<file path="src/rtl/ifetch_queue_if.sv">
// Fetch-unit bus: decode handshake, redirect request, ROM read port and debug PC.
interface ifetch_queue_if #(
    parameter int unsigned XLEN   = 32,
    parameter int unsigned ROM_AW = 14
);
    logic              stall;
    logic              redirect;
    logic [XLEN-1:0]   redirect_target;
    logic              rom_en;
    logic [ROM_AW-1:0] rom_addr;
    logic [31:0]       rom_data;
    logic              inst_valid;
    logic [31:0]       inst;
    logic [XLEN-1:0]   inst_pc;
    logic [XLEN-1:0]   fetch_pc;

    modport master (
        input  stall, redirect, redirect_target, rom_data,
        output rom_en, rom_addr, inst_valid, inst, inst_pc, fetch_pc
    );

    modport slave (
        output stall, redirect, redirect_target, rom_data,
        input  rom_en, rom_addr, inst_valid, inst, inst_pc, fetch_pc
    );
endinterface

</file>
<file path="src/rtl/ifetch_queue.sv">
// Instruction fetch: PC sequencing, 1-cycle ROM reads, and a credit-controlled
// instruction queue whose head is presented to decode from registers.
module ifetch_queue #(
    parameter int unsigned      XLEN     = 32,
    parameter logic [XLEN-1:0]  RESET_PC = '0,
    parameter int unsigned      QDEPTH   = 4,
    parameter int unsigned      ROM_AW   = 14
) (
    input  logic               clk,
    input  logic               rst,
    ifetch_queue_if.master     bus
);
    localparam int unsigned     PW      = $clog2(QDEPTH);
    localparam int unsigned     CW      = PW + 2;
    localparam logic [XLEN-1:0] PC_STEP = XLEN'(3'd4);
    localparam logic [XLEN-1:0] PC_MASK = ~XLEN'(2'b11);

    logic [31:0]      inst_mem_r [QDEPTH];
    logic [XLEN-1:0]  pc_mem_r   [QDEPTH];
    logic [PW-1:0]    wr_ptr_r;
    logic [PW-1:0]    rd_ptr_r;
    logic [CW-1:0]    occ_r;
    logic [XLEN-1:0]  fpc_r;
    logic [XLEN-1:0]  req_pc_r;
    logic             req_v_r;
    logic             inst_valid_r;
    logic [31:0]      inst_r;
    logic [XLEN-1:0]  inst_pc_r;

    logic             pop_s;
    logic             push_s;
    logic             issue_s;
    logic [CW-1:0]    credit_s;
    logic [CW-1:0]    remain_s;
    logic [CW-1:0]    occ_next_s;
    logic [PW-1:0]    rd_next_s;
    logic             head_v_s;
    logic [31:0]      head_inst_s;
    logic [XLEN-1:0]  head_pc_s;

    // Handshake, credit check and next head selection.
    always_comb begin
        pop_s     = inst_valid_r & ~bus.stall & ~bus.redirect;
        push_s    = req_v_r & ~bus.redirect;
        // The in-flight read already owns a slot, so it counts against the depth.
        credit_s  = occ_r + CW'(req_v_r) - CW'(pop_s);
        issue_s   = ~bus.redirect & (credit_s < CW'(QDEPTH));
        remain_s  = occ_r - CW'(pop_s);
        rd_next_s = rd_ptr_r + PW'(pop_s);

        if (bus.redirect) begin
            occ_next_s = '0;
        end else begin
            occ_next_s = remain_s + CW'(push_s);
        end

        // Head registers keep their last contents whenever the queue drains.
        if (bus.redirect) begin
            head_v_s    = 1'b0;
            head_inst_s = inst_r;
            head_pc_s   = inst_pc_r;
        end else if (remain_s != '0) begin
            head_v_s    = 1'b1;
            head_inst_s = inst_mem_r[rd_next_s];
            head_pc_s   = pc_mem_r[rd_next_s];
        end else if (push_s) begin
            head_v_s    = 1'b1;
            head_inst_s = bus.rom_data;
            head_pc_s   = req_pc_r;
        end else begin
            head_v_s    = 1'b0;
            head_inst_s = inst_r;
            head_pc_s   = inst_pc_r;
        end
    end

    // Fetch PC, in-flight tracking, queue storage and head output registers.
    always_ff @(posedge clk or negedge rst) begin
        if (!rst) begin
            for (int i = 0; i < QDEPTH; i++) begin
                inst_mem_r[i] <= 32'h0;
                pc_mem_r[i]   <= '0;
            end
            wr_ptr_r     <= '0;
            rd_ptr_r     <= '0;
            occ_r        <= '0;
            fpc_r        <= RESET_PC;
            req_pc_r     <= '0;
            req_v_r      <= 1'b0;
            inst_valid_r <= 1'b0;
            inst_r       <= 32'h0;
            inst_pc_r    <= '0;
        end else begin
            occ_r        <= occ_next_s;
            inst_valid_r <= head_v_s;
            inst_r       <= head_inst_s;
            inst_pc_r    <= head_pc_s;
            if (bus.redirect) begin
                wr_ptr_r <= '0;
                rd_ptr_r <= '0;
                req_v_r  <= 1'b0;
                fpc_r    <= bus.redirect_target & PC_MASK;
            end else begin
                rd_ptr_r <= rd_next_s;
                if (push_s) begin
                    inst_mem_r[wr_ptr_r] <= bus.rom_data;
                    pc_mem_r[wr_ptr_r]   <= req_pc_r;
                    wr_ptr_r             <= wr_ptr_r + PW'(1'b1);
                end else begin
                    wr_ptr_r <= wr_ptr_r;
                end
                if (issue_s) begin
                    req_v_r  <= 1'b1;
                    req_pc_r <= fpc_r;
                    fpc_r    <= fpc_r + PC_STEP;
                end else begin
                    req_v_r  <= 1'b0;
                end
            end
        end
    end

    assign bus.rom_en     = issue_s;
    assign bus.rom_addr   = fpc_r[ROM_AW+1:2];
    assign bus.inst_valid = inst_valid_r;
    assign bus.inst       = inst_r;
    assign bus.inst_pc    = inst_pc_r;
    assign bus.fetch_pc   = fpc_r;
endmodule

</file>
<file path="src/flat_wrapper.sv">
// flat-port wrapper written by rule: the top's interface ports become plain ports
module ifetch_queue_flat 
#(
    parameter int unsigned      XLEN     = 32,
    parameter logic [XLEN-1:0]  RESET_PC = '0,
    parameter int unsigned      QDEPTH   = 4,
    parameter int unsigned      ROM_AW   = 14
)
  (clk, rst, bus_stall, bus_redirect, bus_redirect_target, bus_rom_data, bus_rom_en, bus_rom_addr, bus_inst_valid, bus_inst, bus_inst_pc, bus_fetch_pc);
  ifetch_queue_if #(.XLEN(XLEN), .ROM_AW(ROM_AW)) bus_i ();
  input  logic clk;
  input  logic rst;
  input wire logic [$bits(bus_i.stall)-1:0] bus_stall;
  input wire logic [$bits(bus_i.redirect)-1:0] bus_redirect;
  input wire logic [$bits(bus_i.redirect_target)-1:0] bus_redirect_target;
  input wire logic [$bits(bus_i.rom_data)-1:0] bus_rom_data;
  output wire logic [$bits(bus_i.rom_en)-1:0] bus_rom_en;
  output wire logic [$bits(bus_i.rom_addr)-1:0] bus_rom_addr;
  output wire logic [$bits(bus_i.inst_valid)-1:0] bus_inst_valid;
  output wire logic [$bits(bus_i.inst)-1:0] bus_inst;
  output wire logic [$bits(bus_i.inst_pc)-1:0] bus_inst_pc;
  output wire logic [$bits(bus_i.fetch_pc)-1:0] bus_fetch_pc;
  assign bus_i.stall = bus_stall;
  assign bus_i.redirect = bus_redirect;
  assign bus_i.redirect_target = bus_redirect_target;
  assign bus_i.rom_data = bus_rom_data;
  assign bus_rom_en = bus_i.rom_en;
  assign bus_rom_addr = bus_i.rom_addr;
  assign bus_inst_valid = bus_i.inst_valid;
  assign bus_inst = bus_i.inst;
  assign bus_inst_pc = bus_i.inst_pc;
  assign bus_fetch_pc = bus_i.fetch_pc;
  ifetch_queue #(.XLEN(XLEN), .RESET_PC(RESET_PC), .QDEPTH(QDEPTH), .ROM_AW(ROM_AW)) u_core (.clk(clk), .rst(rst), .bus(bus_i));
endmodule
</file>
<file path="config.mk">
export PLATFORM = sky130hd
export DESIGN_NAME = ifetch_queue_flat
export DESIGN_NICKNAME = d
export VERILOG_FILES = /design/src/rtl/ifetch_queue_if.sv /design/src/rtl/ifetch_queue.sv /design/src/flat_wrapper.sv
export SDC_FILE = /design/constraint.sdc
export NUM_CORES = 1
export LEC_CHECK = 0
export ABC_AREA = 1
export BUFFER_PORTS_ARGS = -buffer_cell sky130_fd_sc_hd__buf_2
export CAP_MARGIN = 0
export CORE_UTILIZATION = 55
export CTS_BUF_LIST = sky130_fd_sc_hd__clkbuf_8
export CTS_CLUSTER_DIAMETER = 120
export DETAILED_ROUTE_END_ITERATION = 8
export PLACE_DENSITY = 0.85
export REMOVE_ABC_BUFFERS = 1
export SLEW_MARGIN = 20
export SYNTH_ARGS = -nofsm -noshare
export SYNTH_HDL_FRONTEND = slang
export SYNTH_SLANG_ARGS = --single-unit
export TNS_END_PERCENT = 10
</file>
<file path="constraint.sdc">
create_clock -name clk -period 5.8 [get_ports clk]
set_input_delay 0.29 -clock clk [delete_from_list [all_inputs] [get_ports clk]]
set_output_delay 0.29 -clock clk [all_outputs]
set_load 0.01 [all_outputs]
</file>
==> flow_summary_export.csv <==
group,metric,value,unit
global_route,grt_max_degree,160,
clock_network,root_buffer,"clkbuf_8",
yosys,netlist.area_leader.share,0.4963,
drt,drt-initial-drc-count,1820,
critical_path,crit_type,"register to primary output",
timing,setup-tns-final,0,ns
drt,via_per_inst,5.509,
final_layout,syn2layout_area_growth,13.20,%
min_path,hp-class,"primary input to register",
final_layout,final_cell_mix,"882 x nand2_1, 390 x inv_1, 380 x dfrtp_1",
clock_network,clk_latency,0.61,ns
yosys,synthAdderAreaFrac,0.008490,
global_route,grt_pass1_vias,16846,
die,start_util,0.5657,
yosys,synth_xor_area_frac,0.005943,
power,power.static_leakage,11.67,nW
clock_network,cts_num_sinks,380,
yosys,synth_top_area_cell,"dfrtp_1",
final_layout,antenna_cells,0,
job,max-cap-violations,0,
timing,finalHoldViolCount,0,
global_route,top_usage_layer,"met2",
clock_network,cts_max_level,2,
global_route,use_met1,0.3936,
yosys,synth.area.mux_share,0,
global_route,grtUsageMet2,0.4706,
die,design.core.area,33870,µm²
timing,min_period_over_period,0.6278,
timing,slew_headroom,0.2731,
yosys,yosysWarningCount,0,
yosys,synthTopCellsByArea,"dfrtp_1 50%, nand2_1 17%, nand3_1 7.8%, o21ai_0 7.4%, inv_1 7.2%",
clock_network,clk_pin_slew,0.07,ns
placed_design,portBuffers,173,
die,die_x,188.6,µm
run_status,outcome,"complete, no violations",
critical_path,cp-end-kind,"primary output",
final_layout,fin_util,0.6404,
die,io_pins,180,
timing,maxSlewViolCount,0,
yosys,syn-cell-area,19160,µm²
global_route,grt_pass1_wl,84030,µm
drt,final_antenna_net_count,0,
final_layout,nets,2782,
yosys,synth_top_family_by_area,"simple AND/OR/NAND/NOR gates",
critical_path,startpoint_type,"register",
global_route,antenna_found_initial,1,
timing,period_needed,3.641,ns
timing,tightest_slew,1.090,ns
clock_network,cts-resized-gates,0,
yosys,synth.distinct_cells,30,
timing,fin_worst_skew,0.02487,ns
clock_network,cts.path.max_buffers,3,
final_layout,drive_gt1_frac,0.1116,
global_route,grt_remaining_overflow,0,
yosys,ys_ff_latch,380,
die,die-area,35590,µm²
timing,rsz0062_at_grt,"no",
die,die_y,188.6,µm
drt,routedWlPerCell,15.96,µm
clock_network,cts_made_buffers,61,
yosys,avgSynthCellArea,7.432,µm²
yosys,seq_area_frac_synth,0.4963,
power,ir_worst_vdd,0.3504,mV
clock_network,cts_tree,"done",
yosys,netlist_instances,2578,
drt,wirelength,51060,µm
timing,setup_violations,0,
die,rows,67,
critical_path,crit_path_max_fanout,42,
critical_path,crit_arrival,3.35,ns
placed_design,place_ws,2.529,ns
placed_design,dp_hpwl,29330,µm
yosys,synth_compound_area_frac,0.08300,
final_layout,mostFrequentLayoutCell,"nand2_1",
drt,num_vias,17624,
timing,fmax,274.6,MHz
placed_design,place_congestion,0.8785,
timing,setup_ws,2.159,ns
drt,route.detailed.drc,0,
drt,drtPass1Iterations,5,
critical_path,cp_data_required_time,5.51,ns
yosys,yosys.area_share.simple,0.2889,
global_route,grt_usage,0.2892,
power,p_per_area,539.4,nW/µm²
global_route,globalRouteMet3Util,0.04396,
==> where the power goes <==
part / switching (mW) / internal, mW
logic: 3.32 / 1.60
registers: 0.715 / 3.69
clock network: 1.06 / 1.32
total: 5.09 / 6.61
==> per-layer routing <==
layer,wire length (µm),part of all wire,vias to the layer above
met3,4618,0.090,108
li1,-,-,8311
met4,1140,0.022,0
met5,0,0,-
met1,21280,0.42,8357
met2,24020,0.47,848
==> cell families (layout without fill, tap and decap cells) <==
kind of cell | count (synthesis) | count (layout)
AND/OR/NAND/NOR | 1317 | 1317
AO/OA/AOI/OAI | 310 | 310
other | 1 | 4
buffers and inverters | 544 | 714
XOR/XNOR | 13 | 13
adder cells (fa/ha/maj) | 13 | 13
flip-flops | 380 | 380
==> final timing paths <==
kind,start,to,slack (ns),depth (start not counted)
min in group asynchronous,rst,u_core.inst_mem_r[33]$_DFFE_PN0P_,0.24,2
hold / removal,bus_redirect_target[25],u_core.bus.fetch_pc[25]$_DFFE_PN0P_,0.02,5
max in group asynchronous,rst,u_core.pc_mem_r[46]$_DFFE_PN0P_,4.12,3
setup / recovery,u_core.bus.inst_valid$_DFF_PN0_,bus_rom_en,2.16,11
setup reg to reg,u_core.bus.inst_valid$_DFF_PN0_,u_core.bus.inst_pc[13]$_DFFE_PN0P_,2.52,10
hold reg to reg,u_core.bus.inst[3]$_DFFE_PN0P_,u_core.bus.inst[3]$_DFFE_PN0P_,0.47,2
==> final cells by class <==
type | instances | area (µm²)
Clock inverter | 29 | 143.9
Tap cell | 448 | 560.5
Timing Repair Buffer | 231 | 1421
Sequential cell | 380 | 9509
Clock buffer | 84 | 1156
Fill cell | 2882 | 12180
Multi-Input combinational cell | 1657 | 7510
Inverter | 370 | 1389
==> Yosys cell counts <==
master / number
nand2_1: 889
dfrtp_1: 380
inv_1: 367
nand3_1: 298
o21ai_0: 285
buf_2: 72
nand4_1: 71
clkbuf_1: 59
nor2_1: 42
buf_4: 20
buf_1: 18
ha_1: 13
o211ai_1: 12
xor2_1: 12
a21oi_1: 8
nor3_1: 8
buf_6: 5
inv_2: 3
nand2_2: 3
nor2_2: 2
o21bai_1: 2
a31oi_1: 1
and3_1: 1
conb_1: 1
nand3_2: 1
nor2_4: 1
nor2b_1: 1
o21a_1: 1
o21ai_1: 1
xnor2_1: 1
==> registers in the layout, indices dropped and copies added (netlist names), 4 cells and up <==
register	count
u_core.pc_mem_r	120
u_core.bus.fetch_pc	30
u_core.inst_mem_r	128
u_core.bus.inst	32
u_core.bus.inst_pc	30
u_core.req_pc_r	30
u_core.occ_r	4
==> critical path, cell delays in order (launching register included) <==
cell     delay (ns)
dfrtp_1        0.51
nand2_1        0.17
inv_1          0.09
ha_1           0.14
inv_1          0.04
ha_1           0.26
nand3_1        0.11
nand2_1        0.06
nand2_1        0.08
nand3_1        0.18
nor2_4         0.82
buf_2          0.28
==> timing repair <==
item                      CTS  global route
setup buffers               0             0
hold buffers               34             0
hold endpoints to repair  115             0
==> through the flow <==
stage          cell area (µm²)  hold slack (ns)  cells  total power [mW]
2_1_floorplan            18320        -0.005591   2407             7.480
3_3_place_gp             20050           0.2890   3052             9.016
3_5_place_dp             20050           0.2939   3052             9.226
4_1_cts                  21690       0.00008260   3199             11.67
5_1_grt                  21690          0.01323   3199             12.60
6_report                 21690          0.01837   3199             11.70
Note: power is estimated with default switching activity, not from simulation.
